File: src/rtl/vmem_write_sched_pkg.sv
// Shared definitions for the text-mode video memory write sequencer.
// Screen geometry is shared with vmem and the VGA text renderer.
package vmem_write_sched_pkg;

   localparam int COLS   = 70;
   localparam int ROWS   = 30;
   localparam int ADDR_W = 12;

   typedef enum logic [1:0] {
      ST_CLEAR = 2'd0,
      ST_IDLE  = 2'd1,
      ST_EXEC  = 2'd2
   } state_e;

   localparam logic [7:0] CH_SPACE    = 8'h20;
   localparam logic [7:0] CH_BS       = 8'h08;
   localparam logic [7:0] CH_LF       = 8'h0A;
   localparam logic [7:0] CH_CR       = 8'h0D;
   localparam logic [7:0] CH_FF       = 8'h0C;
   localparam logic [7:0] CH_PRINT_LO = 8'h20;
   localparam logic [7:0] CH_PRINT_HI = 8'h7E;

   function automatic logic is_print(input logic [7:0] c);
      return (c >= CH_PRINT_LO) && (c <= CH_PRINT_HI);
   endfunction

endpackage

File: src/rtl/vmem_write_sched_if.sv
// Byte-source handshakes and the vmem write port.
// Handshake: a byte moves on a cycle where valid && ready. valid is held by the
// source until accepted (it may be withdrawn early); ready is a one-cycle pulse
// and is only ever raised towards a source whose valid is high.
interface vmem_write_sched_if
   import vmem_write_sched_pkg::*;
#(
   parameter int AW = ADDR_W
) ();

   logic          kb_valid;
   logic [7:0]    kb_data;
   logic          kb_ready;
   logic          rx_valid;
   logic [7:0]    rx_data;
   logic          rx_ready;
   logic          vm_we;
   logic [AW-1:0] vm_waddr;
   logic [7:0]    vm_wdata;

   // Byte sources and the vmem sink side.
   modport master (
      output kb_valid, kb_data, rx_valid, rx_data,
      input  kb_ready, rx_ready, vm_we, vm_waddr, vm_wdata
   );

   // Sequencer side.
   modport slave (
      input  kb_valid, kb_data, rx_valid, rx_data,
      output kb_ready, rx_ready, vm_we, vm_waddr, vm_wdata
   );

endinterface

File: src/rtl/vmem_write_sched_rr_arb2.sv
// Two-way round-robin arbiter. Bit 0 = keyboard, bit 1 = UART.
// A grant is an accept: the granted request is valid by construction.
module vmem_write_sched_rr_arb2 (
   input  logic       clk,
   input  logic       rst,
   input  logic [1:0] req_i,
   input  logic       en_i,
   output logic [1:0] gnt_o
);

   logic last_rx_q;
   logic last_rx_d;

   // Lone requester wins; on a tie the source not served last wins.
   always_comb begin
      gnt_o = 2'b00;
      if (en_i) begin
         case (req_i)
            2'b01:   gnt_o = 2'b01;
            2'b10:   gnt_o = 2'b10;
            2'b11:   gnt_o = last_rx_q ? 2'b01 : 2'b10;
            default: gnt_o = 2'b00;
         endcase
      end
   end

   // Remember who was served, only when something was actually accepted.
   always_comb begin
      last_rx_d = last_rx_q;
      if (gnt_o[0]) begin
         last_rx_d = 1'b0;
      end else if (gnt_o[1]) begin
         last_rx_d = 1'b1;
      end
   end

   // History register; reset as "UART last" so the keyboard wins the first tie.
   always_ff @(posedge clk) begin
      if (rst) begin
         last_rx_q <= 1'b1;
      end else begin
         last_rx_q <= last_rx_d;
      end
   end

endmodule

File: src/rtl/vmem_write_sched.sv
// Write-port sequencer for the character video memory: arbitrates keyboard
// and UART bytes, interprets control codes, tracks the cursor and performs
// full-screen clears. Write outputs are loaded one edge ahead so the write
// of a byte shows up in the EXEC cycle right after its accept.
module vmem_write_sched #(
   parameter int COLS   = vmem_write_sched_pkg::COLS,
   parameter int ROWS   = vmem_write_sched_pkg::ROWS,
   parameter int ADDR_W = vmem_write_sched_pkg::ADDR_W
) (
   input  logic                         clk,
   input  logic                         rst,
   vmem_write_sched_if.slave            bus,
   input  logic                         clr,
   output logic [4:0]                   cur_row,
   output logic [6:0]                   cur_col,
   output logic                         busy,
   output vmem_write_sched_pkg::state_e state_dbg_o
);

   import vmem_write_sched_pkg::*;

   localparam logic [4:0]        ROW_LAST = 5'(ROWS - 1);
   localparam logic [6:0]        COL_LAST = 7'(COLS - 1);
   localparam logic [ADDR_W-1:0] COLS_A   = ADDR_W'(COLS);
   localparam logic [ADDR_W-1:0] CLR_LAST = ADDR_W'(ROWS * COLS - 1);

   state_e            state_q,   state_d;
   logic [ADDR_W-1:0] clr_cnt_q, clr_cnt_d;
   logic [4:0]        row_q,     row_d;
   logic [6:0]        col_q,     col_d;
   logic [ADDR_W-1:0] base_q,    base_d;
   logic [7:0]        char_q,    char_d;
   logic              we_q,      we_d;
   logic [ADDR_W-1:0] waddr_q,   waddr_d;
   logic [7:0]        wdata_q,   wdata_d;
   logic              busy_q,    busy_d;

   logic [1:0]        gnt;
   logic              arb_en;
   logic              accept;
   logic [7:0]        acc_data;
   logic [4:0]        row_inc;
   logic [ADDR_W-1:0] base_inc;
   logic [ADDR_W-1:0] cur_addr;

   // Accepts only happen in IDLE with no clear request and outside reset.
   assign arb_en   = (state_q == ST_IDLE) && !clr && !rst;
   assign accept   = |gnt;
   assign acc_data = gnt[1] ? bus.rx_data : bus.kb_data;

   // Row step with wrap to the top; row_base follows without a multiplier.
   assign row_inc  = (row_q == ROW_LAST) ? 5'd0 : row_q + 5'd1;
   assign base_inc = (row_q == ROW_LAST) ? '0 : base_q + COLS_A;
   assign cur_addr = base_q + ADDR_W'(col_q);

   vmem_write_sched_rr_arb2 u_arb (
      .clk   (clk),
      .rst   (rst),
      .req_i ({bus.rx_valid, bus.kb_valid}),
      .en_i  (arb_en),
      .gnt_o (gnt)
   );

   // Next state, cursor and the look-ahead write for the following cycle.
   always_comb begin
      state_d   = state_q;
      clr_cnt_d = clr_cnt_q;
      row_d     = row_q;
      col_d     = col_q;
      base_d    = base_q;
      char_d    = char_q;
      we_d      = 1'b0;
      waddr_d   = waddr_q;
      wdata_d   = wdata_q;

      case (state_q)
         ST_CLEAR: begin
            if (clr_cnt_q == CLR_LAST) begin
               state_d = ST_IDLE;
               row_d   = '0;
               col_d   = '0;
               base_d  = '0;
            end else begin
               clr_cnt_d = clr_cnt_q + ADDR_W'(1);
               we_d      = 1'b1;
               waddr_d   = clr_cnt_q + ADDR_W'(1);
               wdata_d   = CH_SPACE;
            end
         end

         ST_IDLE: begin
            if (clr) begin
               state_d   = ST_CLEAR;
               clr_cnt_d = '0;
               we_d      = 1'b1;
               waddr_d   = '0;
               wdata_d   = CH_SPACE;
            end else if (accept) begin
               state_d = ST_EXEC;
               char_d  = acc_data;
               if (is_print(acc_data)) begin
                  we_d    = 1'b1;
                  waddr_d = cur_addr;
                  wdata_d = acc_data;
                  if (col_q == COL_LAST) begin
                     col_d  = '0;
                     row_d  = row_inc;
                     base_d = base_inc;
                  end else begin
                     col_d = col_q + 7'd1;
                  end
               end else if (acc_data == CH_LF || acc_data == CH_CR) begin
                  col_d  = '0;
                  row_d  = row_inc;
                  base_d = base_inc;
               end else if (acc_data == CH_BS) begin
                  if (col_q != 7'd0) begin
                     col_d   = col_q - 7'd1;
                     we_d    = 1'b1;
                     waddr_d = cur_addr - ADDR_W'(1);
                     wdata_d = CH_SPACE;
                  end else if (row_q != 5'd0) begin
                     row_d   = row_q - 5'd1;
                     col_d   = COL_LAST;
                     base_d  = base_q - COLS_A;
                     we_d    = 1'b1;
                     waddr_d = base_q - ADDR_W'(1);
                     wdata_d = CH_SPACE;
                  end
               end
            end
         end

         ST_EXEC: begin
            if (char_q == CH_FF) begin
               state_d   = ST_CLEAR;
               clr_cnt_d = '0;
               we_d      = 1'b1;
               waddr_d   = '0;
               wdata_d   = CH_SPACE;
            end else begin
               state_d = ST_IDLE;
            end
         end

         default: begin
            state_d = ST_IDLE;
         end
      endcase

      busy_d = (state_d != ST_IDLE);
   end

   // State and output registers; reset lands in CLEAR about to write address 0.
   always_ff @(posedge clk) begin
      if (rst) begin
         state_q   <= ST_CLEAR;
         clr_cnt_q <= '0;
         row_q     <= '0;
         col_q     <= '0;
         base_q    <= '0;
         char_q    <= '0;
         we_q      <= 1'b1;
         waddr_q   <= '0;
         wdata_q   <= CH_SPACE;
         busy_q    <= 1'b1;
      end else begin
         state_q   <= state_d;
         clr_cnt_q <= clr_cnt_d;
         row_q     <= row_d;
         col_q     <= col_d;
         base_q    <= base_d;
         char_q    <= char_d;
         we_q      <= we_d;
         waddr_q   <= waddr_d;
         wdata_q   <= wdata_d;
         busy_q    <= busy_d;
      end
   end

   assign bus.kb_ready = gnt[0];
   assign bus.rx_ready = gnt[1];
   // The write enable is held off while rst is high so no write lands mid-reset.
   assign bus.vm_we    = we_q & ~rst;
   assign bus.vm_waddr = waddr_q;
   assign bus.vm_wdata = wdata_q;
   assign cur_row      = row_q;
   assign cur_col      = col_q;
   assign busy         = busy_q;
   assign state_dbg_o  = state_q;

endmodule

File: src/flat_wrapper.sv
// flat-port wrapper written by rule: the top's interface ports become plain ports
module vmem_write_sched_flat import vmem_write_sched_pkg::*;
#(
   parameter int COLS   = vmem_write_sched_pkg::COLS,
   parameter int ROWS   = vmem_write_sched_pkg::ROWS,
   parameter int ADDR_W = vmem_write_sched_pkg::ADDR_W
)
  (clk, rst, clr, cur_row, cur_col, busy, state_dbg_o, bus_kb_valid, bus_kb_data, bus_rx_valid, bus_rx_data, bus_kb_ready, bus_rx_ready, bus_vm_we, bus_vm_waddr, bus_vm_wdata);
  vmem_write_sched_if bus_i ();
  input  logic clk;
  input  logic rst;
  input  logic clr;
  output logic [4:0] cur_row;
  output logic [6:0] cur_col;
  output logic busy;
  output vmem_write_sched_pkg::state_e state_dbg_o;
  input wire logic [$bits(bus_i.kb_valid)-1:0] bus_kb_valid;
  input wire logic [$bits(bus_i.kb_data)-1:0] bus_kb_data;
  input wire logic [$bits(bus_i.rx_valid)-1:0] bus_rx_valid;
  input wire logic [$bits(bus_i.rx_data)-1:0] bus_rx_data;
  output wire logic [$bits(bus_i.kb_ready)-1:0] bus_kb_ready;
  output wire logic [$bits(bus_i.rx_ready)-1:0] bus_rx_ready;
  output wire logic [$bits(bus_i.vm_we)-1:0] bus_vm_we;
  output wire logic [$bits(bus_i.vm_waddr)-1:0] bus_vm_waddr;
  output wire logic [$bits(bus_i.vm_wdata)-1:0] bus_vm_wdata;
  assign bus_i.kb_valid = bus_kb_valid;
  assign bus_i.kb_data = bus_kb_data;
  assign bus_i.rx_valid = bus_rx_valid;
  assign bus_i.rx_data = bus_rx_data;
  assign bus_kb_ready = bus_i.kb_ready;
  assign bus_rx_ready = bus_i.rx_ready;
  assign bus_vm_we = bus_i.vm_we;
  assign bus_vm_waddr = bus_i.vm_waddr;
  assign bus_vm_wdata = bus_i.vm_wdata;
  vmem_write_sched #(.COLS(COLS), .ROWS(ROWS), .ADDR_W(ADDR_W)) u_core (.clk(clk), .rst(rst), .bus(bus_i), .clr(clr), .cur_row(cur_row), .cur_col(cur_col), .busy(busy), .state_dbg_o(state_dbg_o));
endmodule
File: config.mk
export PLATFORM = sky130hd
export DESIGN_NAME = vmem_write_sched_flat
export DESIGN_NICKNAME = d
export VERILOG_FILES = /design/src/rtl/vmem_write_sched_pkg.sv /design/src/rtl/vmem_write_sched_if.sv /design/src/rtl/vmem_write_sched_rr_arb2.sv /design/src/rtl/vmem_write_sched.sv /design/src/flat_wrapper.sv
export SDC_FILE = /design/constraint.sdc
export NUM_CORES = 1
export LEC_CHECK = 0
export CORE_UTILIZATION = 55
export CTS_BUF_LIST = sky130_fd_sc_hd__clkbuf_4
export CTS_CLUSTER_SIZE = 40
export DETAILED_ROUTE_END_ITERATION = 16
export PLACE_DENSITY = 0.86
export SLEW_MARGIN = 20
export SYNTH_ARGS = -nofsm -noshare
export SYNTH_HDL_FRONTEND = slang
export SYNTH_SLANG_ARGS = --single-unit
File: constraint.sdc
create_clock -name clk -period 5.01 [get_ports clk]
set_clock_uncertainty 0.05 [all_clocks]
set_input_delay 0.501 -clock clk [delete_from_list [all_inputs] [get_ports clk]]
set_output_delay 0.501 -clock clk [all_outputs]
set_load 0.01 [all_outputs]
==> flow_summary.ini <==
[status]
status = completed

[floorplan]
io_pins = 59
rows = 35
die_w_um = 101
die_h_um = 101
dieArea_um2 = 10200
initial_core_util = 0.577
core_um2 = 9370

[synth]
synth_cells = 722
syn-cell-area_um2 = 5410
synth_cell_types = 83
ys_seq_area_frac = 0.255
synth-seq-cells = 69
synth_edf_count = 0
synth-main-ff-cell = dfxtp_1
ys_async_sr_fraction = 0
synth_nets = 767
syn_avg_cell_area_um2 = 7.49
yosysWarnings = 0

[clocking]
clock_sinks = 69
clk_pin_slew_worst_paths_ns = 0.14
clk_latency_ns = 0.44
htree_levels = 3
cts_root_buf = clkbuf_4
cts_hold_buf = 0
numCtsBuffers = 9
cts_setup_buffers = 0
ctsResizeCount = 0
clk_path_buf_depth = 2
cts_tree = done

[route]
totalWireLength_um = 15800
drc = 0
ant_nets = 0
vias_per_cell = 6.68
routedWlPerCell_um = 18.0
drt_iter0_drc = 550
dr_total_vias = 5867
first_pass_iters = 5

[worst_setup_path]
worst-r2r-cell-count = 11
crit_path_end_kind = register
crit_fanout = 17
critPathKind = register to register
cp_num_buf_inv = 2
reg2reg_slack_ns = 0.93
worst_ep_arrival_time_ns = 4.35
worstPathRequired_ns = 5.28
start_kind = register
timing.rr.start = u_core.state_dbg_o[1]
crit_slowest_cell = o211ai_2
r2r-end = u_core.base_q[10]
crit_family = compound AO/OA/AOI/OAI gates
cp_cell_sequence = inv_1, ha_1, and4bb_1, nand2_1, inv_1, o2111ai_2, o211ai_2, o211a_2, o221ai_1, a21oi_1, nor2_1
slowest_delay_ns = 0.68
cpMostUsedCell = inv_1
crit_path_start = u_core.state_dbg_o[1]

[global_routing]
grt_pass1_vias = 5405
busiest_layer = met2
grt_overflow = 0
grt_pass1_wl_um = 26000
grt_max_degree = 58
antenna_found_initial = 0
grt_use_met3 = 0.0531
grt_use_total = 0.315
grt_use_met2 = 0.525
use_met1 = 0.401

[placed_design]
dpl.hpwl_um = 11200
dp_worst_setup_slack_ns = 1.01
port_buffers = 58
gp_congestion = 0.900

[layout]
drive_gt1_frac = 0.0547
area_growth_pct = 13.5
diodes = 0
fillerInstances = 818
nets = 790
register_area_um2 = 1380
multi_input_area_um2 = 3750

[timing]
finalMaxSlewViolations = 0
setup_viol = 0
worst_pin_slew_ns = 0.845
rsz0062_at_grt = no
hold_viol = 0
clock.fmax_ghz = 0.245
timing.final.ws_setup_ns = 0.934
tns_ns = 0
finalCritPeriodShare = 0.814
min_period_ns = 4.08
slew_headroom = 0.437

[min_path]
min_path_type = register to register
min_to = u_core.bus.vm_wdata[3]
worstHoldStart = u_core.bus.vm_wdata[3]
hold_path_depth = 2

[power_and_ir_drop]
cellLeakagePower_uw = 0.00213
peakVddDrop_mv = 0.216
power_density_nw_per_um2 = 183

[flow_run]
cap_viol_max_count = 0
## report_power, final
part / switching [uW] / leakage, uW / total [uW] / internal (uW)
sequential: 3.99 / 0.000557 / 557 / 553
clock: 230 / 0.0000924 / 481 / 251
combinational: 50.6 / 0.00148 / 87.3 / 36.7
## worst max-delay path by stage
stage / to / slack, ns / cells past startpoint
6_report: u_core.base_q[10] / 0.93 / 11
5_1_grt: u_core.base_q[5] / 0.64 / 10
4_1_cts: u_core.bus.vm_wdata[4] / 1.0 / 10
3_5_place_dp: u_core.bus.vm_wdata[4] / 1.01 / 10
3_3_place_gp: u_core.bus.vm_wdata[4] / 1.18 / 9
2_1_floorplan: u_core.bus.vm_waddr[10] / 1.41 / 13
## cell type report
| class | instances | share of cell area |
|---|---|---|
| Sequential cell | 69 | 0.225 |
| Clock buffer | 9 | 0.0110 |
| Timing Repair Buffer | 61 | 0.0974 |
| Clock inverter | 6 | 0.0181 |
| Multi-Input combinational cell | 585 | 0.611 |
| Tap cell | 129 | 0.0263 |
| Inverter | 19 | 0.0116 |
## sequential cells by signal, summed over array words and instances (netlist names)
| signal | count |
|---|---|
| u_core.base_q | 12 |
| u_core.bus.vm_waddr | 12 |
| u_core.clr_cnt_q | 12 |
| u_core.bus.vm_wdata | 8 |
| u_core.char_q | 8 |
| u_core.cur_col | 7 |
| u_core.cur_row | 5 |
| u_core.state_dbg_o | 2 |
| u_core.busy | 1 |
| u_core.u_arb.last_rx_q | 1 |
| u_core.we_q | 1 |
## layer usage
metal,vias up,part of all wire
met1,2731,0.42
met4,0,0.031
met3,53,0.086
li1,2759,-
met5,-,0
met2,324,0.47
## cell usage after synthesis (5+ instances only)
master	n	area [um2]
o31ai_1	7	52.6
mux2i_1	16	160
nor2_1	74	278
nor2b_1	6	37.5
o211ai_1	9	67.6
o221ai_1	5	43.8
inv_1	19	71.3
nand4_1	13	81.3
or4_1	5	37.5
a311oi_1	6	52.6
and3_1	12	75.1
a211oi_1	23	173
o22ai_1	8	50.1
a31oi_1	6	37.5
o21ai_0	36	180
ha_1	23	288
buf_2	9	45.0
nand3_1	29	145
or3_1	14	87.6
xnor2_1	17	149
a21oi_1	68	340
nor3_1	26	130
dfxtp_1	69	1380
nand2_1	66	248
a221oi_1	7	61.3
xor2_1	11	96.3
o2111ai_1	5	43.8
clkbuf_1	34	128
## cells by family (layout without fill, tap and decap cells)
family / count (synthesis) / count (layout) / share of synthesized area
AND/OR/NAND/NOR: 284 / 284 / 0.265
adder cells (fa/ha/maj): 24 / 24 / 0.0569
AO/OA/AOI/OAI: 232 / 232 / 0.294
multiplexers: 17 / 17 / 0.0317
XOR/XNOR: 28 / 28 / 0.0453
buffers and inverters: 68 / 95 / 0.0520
flip-flops: 69 / 69 / 0.255
## stage by stage
step / power [uW] / hold slack (ns) / util / cells / cell area (um2)
after global routing: 1150 / 0.435 / 0.655 / 878 / 6140
after detailed placement: 653 / 0.397 / 0.636 / 863 / 5960
after CTS: 1120 / 0.415 / 0.655 / 878 / 6140
final: 1130 / 0.413 / 0.655 / 878 / 6140
after floorplan: 614 / 0.406 / - / 722 / 5410
after global placement: 651 / 0.392 / 0.636 / 863 / 5960
## worst reg2reg max path: cells and delay by family (launching register included)
family,cells,cell delay [ns]
buf+inv,2,0.44
flops,1,0.37
compound gates,5,1.82
simple gates,3,0.72
fa+ha+maj,1,0.56
## cell usage in the layout, fill, tap and decap left out, types with 17 or more instances in the layout
master           netlist  layout
a211oi_1              23      23
clkdlybuf4s50_1        0      57
inv_1                 19      19
ha_1                  23      23
nand2_1               66      66
xnor2_1               17      17
o21ai_0               36      36
nor3_1                26      26
nor2_1                74      73
a21oi_1               68      68
nand3_1               29      29
dfxtp_1               69      69
Note: power is estimated with default switching activity, not from simulation.
